<file path="config.mk">
export PLATFORM = sky130hd
export DESIGN_NAME = fetch_control
export DESIGN_NICKNAME = d
export VERILOG_FILES = /design/src/rtl/fetch_control.sv
export SDC_FILE = /design/constraint.sdc
export NUM_CORES = 1
export LEC_CHECK = 0
export ABC_AREA = 1
export CAP_MARGIN = 20
export CORE_UTILIZATION = 40
export DETAILED_ROUTE_END_ITERATION = 12
export PLACE_DENSITY_LB_ADDON = 0.05
export SETUP_SLACK_MARGIN = 0.3
export SYNTH_ARGS = -nofsm -noshare
export SYNTH_HDL_FRONTEND = slang
export SYNTH_SLANG_ARGS = --single-unit
</file>
<file path="constraint.sdc">
create_clock -name clk -period 1.6 [get_ports clk]
set_clock_uncertainty 0.2 [all_clocks]
set_input_delay 0.32 -clock clk [delete_from_list [all_inputs] [get_ports clk]]
set_output_delay 0.32 -clock clk [all_outputs]
set_load 0.05 [all_outputs]
</file>
<file path="src/rtl/fetch_control.sv">
// Instruction fetch sequencer: IDLE/RUN/HALT control of the program counter.
// Issues one instruction per cycle in RUN and parks after a HALT word.
module fetch_control #(
    parameter int AB = 11,
    parameter int DB = 16
) (
    input  logic          clk,
    input  logic          reset,
    input  logic          start,
    input  logic [DB-1:0] instr,
    output logic [AB-1:0] pc,
    output logic [4:0]    opcode,
    output logic [AB-1:0] operand,
    output logic          instr_valid,
    output logic          halted,
    output logic [15:0]   run_cycles
);

    typedef enum logic [1:0] {
        S_IDLE = 2'd0,
        S_RUN  = 2'd1,
        S_HALT = 2'd2
    } state_t;

    state_t        r_state;
    logic [AB-1:0] r_pc;
    logic [4:0]    r_opcode;
    logic [AB-1:0] r_operand;
    logic          r_valid;
    logic          r_halted;
    logic [15:0]   r_run_cycles;

    state_t        w_state_nxt;
    logic [AB-1:0] w_pc_nxt;
    logic [4:0]    w_opcode_nxt;
    logic [AB-1:0] w_operand_nxt;
    logic          w_valid_nxt;
    logic [15:0]   w_run_nxt;
    logic [4:0]    w_op;
    logic [AB-1:0] w_opnd;
    logic [AB-1:0] w_pc_inc;

    assign w_op     = instr[DB-1:DB-5];
    assign w_opnd   = instr[AB-1:0];
    assign w_pc_inc = r_pc + AB'(1);

    // Next-state and fetch decisions; HALT words advance pc but issue nothing.
    always_comb begin
        w_state_nxt   = r_state;
        w_pc_nxt      = r_pc;
        w_opcode_nxt  = r_opcode;
        w_operand_nxt = r_operand;
        w_valid_nxt   = 1'b0;
        unique case (r_state)
            S_RUN: begin
                w_pc_nxt = w_pc_inc;
                if (w_op != 5'd0) begin
                    w_opcode_nxt  = w_op;
                    w_operand_nxt = w_opnd;
                    w_valid_nxt   = 1'b1;
                end else begin
                    w_state_nxt = S_HALT;
                end
            end
            default: begin
                if (start) begin
                    w_state_nxt = S_RUN;
                end
            end
        endcase
    end

    // Saturating count of cycles spent in RUN, HALT-fetch cycle included.
    always_comb begin
        w_run_nxt = r_run_cycles;
        if (r_state == S_RUN && r_run_cycles != 16'hFFFF) begin
            w_run_nxt = r_run_cycles + 16'd1;
        end
    end

    // State and output registers; reset overrides start and any fetch.
    always_ff @(posedge clk) begin
        if (reset) begin
            r_state      <= S_IDLE;
            r_pc         <= '0;
            r_opcode     <= '0;
            r_operand    <= '0;
            r_valid      <= 1'b0;
            r_halted     <= 1'b1;
            r_run_cycles <= '0;
        end else begin
            r_state      <= w_state_nxt;
            r_pc         <= w_pc_nxt;
            r_opcode     <= w_opcode_nxt;
            r_operand    <= w_operand_nxt;
            r_valid      <= w_valid_nxt;
            r_halted     <= (w_state_nxt != S_RUN);
            r_run_cycles <= w_run_nxt;
        end
    end

    assign pc          = r_pc;
    assign opcode      = r_opcode;
    assign operand     = r_operand;
    assign instr_valid = r_valid;
    assign halted      = r_halted;
    assign run_cycles  = r_run_cycles;

endmodule

</file>
==> flow_summary.ini <==
[layout]
n_antenna_cell = 0
finalNetCount = 467
syn2layout_area_growth_pct = 103
drive_above_1_share = 0.600
fillCellCount = 268
final_cells = 517

[global_route]
grt_pass1_wl_um = 11200
grt_start_max_net_pins = 15
antenna_found_initial = 0
grt_overflow = 0
grtUsageTotal = 0.244
grt_pass1_vias = 2480

[critical_path]
cp_top_family = simple AND/OR/NAND/NOR gates
rrSetupSlack_ps = 60
reg2reg_depth = 7
crit_path_start_kind = flip-flop
worstSetupPathType = reg2reg
cp_max_fo = 8
cp_cell_sequence = ha_4 -> nand3_4 -> nor2_4 -> nand3_2 -> buf_6 -> a21oi_2 -> nor2_1
cp.depth = 7
crit_path_end_kind = flip-flop
crit_buf_inv = 1
critPathArrivalTime_ps = 1540
crit_slowest_cell = dfxtp_4
cp_data_required_time_ps = 1600
slowest_delay_ps = 380

[place]
post-place-cells = 464
port_buffers = 63
dp_hpwl_um = 4250
globalplace.congestion = 0.885
dp_slack_ps = -201

[hold_path]
hp-class = in2reg
holdPathStages = 3

[clocking]
cts_tree = yes
cts_inserted_buffers = 5
cts_hold_buf = 0
clockBufferDepth = 2
clk_pin_slew_ps = 90
clock_latency_ps = 310
clockRootBuffer = clkbuf_8
clock_sinks = 47
h-tree-depth = 2

[die]
rows = 26
boundaryPins = 64
die_height_um = 76.1
start_util = 0.421
dieArea_mm2 = 0.00578
fp.dieW_um = 76.1
coreArea_mm2 = 0.00520

[sta]
min_period_ps = 1540
rsz0062_at_grt = true
max_freq_mhz = 650
finalWorstSetupSlack_ps = 62.7
finalSetupViolCount = 0
whs_ps = 230
slew_viol_final = 0
hold_violations = 0
max-slew-margin-rel = 0.843
tightest_slew_ps = 236
tns_ps = 0
fin_crit_sh = 0.961

[synth]
synth_area_mm2 = 0.00219
synth-seq-cells = 47
ys_types = 25
synth_ff_type = dfxtp_1
yosysTopAreaCell = dfxtp_1
ys_warn_count = 0
async_flop_share = 0
syn_nets = 340
yosys-top-cells-area = dfxtp_1, nor2_1, nand2_1, o21ai_0, inv_1
yosysTopAreaCellShare = 0.429
synth-edff-count = 0
syn-instance-count = 319
syn_area_per_cell_um2 = 6.88
yosysSeqAreaShare = 0.429

[power_and_ir_drop]
p_per_area_mw_per_mm2 = 604
ir_drop_mv = 0.720
p_leak_nw = 1.85

[run]
cap_viol_max_count = 0

[routing]
drt_wl_total_um = 7960
drt_iter0_markers = 85
routedWlPerCell_um = 15.4
drc = 0
drtAntennaViolNets = 0
vias_per_cell = 5.09
first_pass_iters = 4
vias = 2631

[outcome]
status = finished clean
worst register-to-register path: cells and delay by family, from the launching register on:
kind	cells	cell delay, ps
AO/OA/AOI/OAI	1	130
AND/OR/NAND/NOR	4	410
buffers and inverters	1	170
flip-flops	1	380
adder cells (fa/ha/maj)	1	150
kinds of logic (layout without fill, tap and decap cells):
family          after synthesis  after routing  share of synthesized area
compound gates               37             37                     0.0861
xor+xnor                      2              2                    0.00799
fa+ha+maj                     2              2                     0.0114
buf+inv                      36            164                     0.0684
flops                        47             47                      0.429
simple gates                195            195                      0.397
routing by layer:
layer | vias up | share of wire | wire length (um) | track usage
met5 | - | 0 | 0 | 0
met4 | 0 | 0.043 | 340 | 0.0942
met3 | 31 | 0.050 | 402 | 0.0611
met2 | 97 | 0.53 | 4230 | 0.459
met1 | 1240 | 0.38 | 2990 | 0.258
li1 | 1263 | - | - | -
final timing paths:
| path | start | to |
|---|---|---|
| worst min-delay path | instr[11] | opcode[0] |
| worst max-delay path | run_cycles[1] | run_cycles[4] |
| worst max register to register | run_cycles[1] | run_cycles[4] |
| worst min register to register | opcode[1] | opcode[1] |
state kept, by name, indices dropped and copies added (netlist names):
signal,count
run_cycles,16
operand,11
opcode,5
instr_valid,1
halted,1
r_state,2
pc,11
cell usage in the layout (no fill, tap or decap), types with 13 or more instances in the layout:
cell             Yosys  routed
nor2_1              90      74
buf_4                0      46
buf_12               0      45
nand2_1             56      41
dfxtp_4              0      26
dfxtp_2              0      21
inv_1               23      20
nand2_2              9      18
o21ai_2              0      18
buf_6                1      18
nor2_2               4      14
clkdlybuf4s50_1      0      13
per-stage QoR:
| stage | util | power (mW) | instance area, um^2 |
|---|---|---|---|
| 3_5_place_dp | 0.697 | 1.85 | 3630 |
| 2_1_floorplan | - | 1.54 | 2360 |
| 5_1_grt | 0.855 | 2.78 | 4450 |
| 4_1_cts | 0.816 | 2.64 | 4250 |
| 3_3_place_gp | 0.697 | 1.84 | 3630 |
| 6_report | 0.855 | 2.69 | 4450 |
final cells by class:
cell class                 instances  area [um^2]  area share
timing repair buffer             127         1620       0.365
multi-input combinational        236         1460       0.328
sequential                        47         1060       0.239
inverter                          27          111      0.0250
tap                               70         87.6      0.0197
clock buffer                       5         68.8      0.0155
timing repair inverter             2         17.5     0.00394
clock inverter                     3         15.0     0.00337
report_power, final:
group	switching [mW]	leakage, nW	internal (mW)
Clock	0.425	0.0477	0.300
Combinational	0.370	1.39	0.343
Sequential	0.0598	0.411	1.19
Total	0.855	1.85	1.83
cell usage after synthesis (4+ instances only):
| cell | n |
|---|---|
| nand3_1 | 14 |
| nand2_2 | 9 |
| a21oi_1 | 14 |
| o21ai_0 | 19 |
| dfxtp_1 | 47 |
| nor2_1 | 90 |
| buf_2 | 5 |
| inv_2 | 4 |
| nor2_4 | 5 |
| nor3_1 | 7 |
| nand2_1 | 56 |
| nand4_1 | 4 |
| inv_1 | 23 |
| nor2_2 | 4 |
repair_timing:
item	4_1_cts	5_1_grt
buffers inserted	32	11
resized for setup	117	36
cloned	2	0
endpoints found under the setup margin	89	90
pin swaps	25	18
Note: power is estimated with default switching activity, not from simulation.
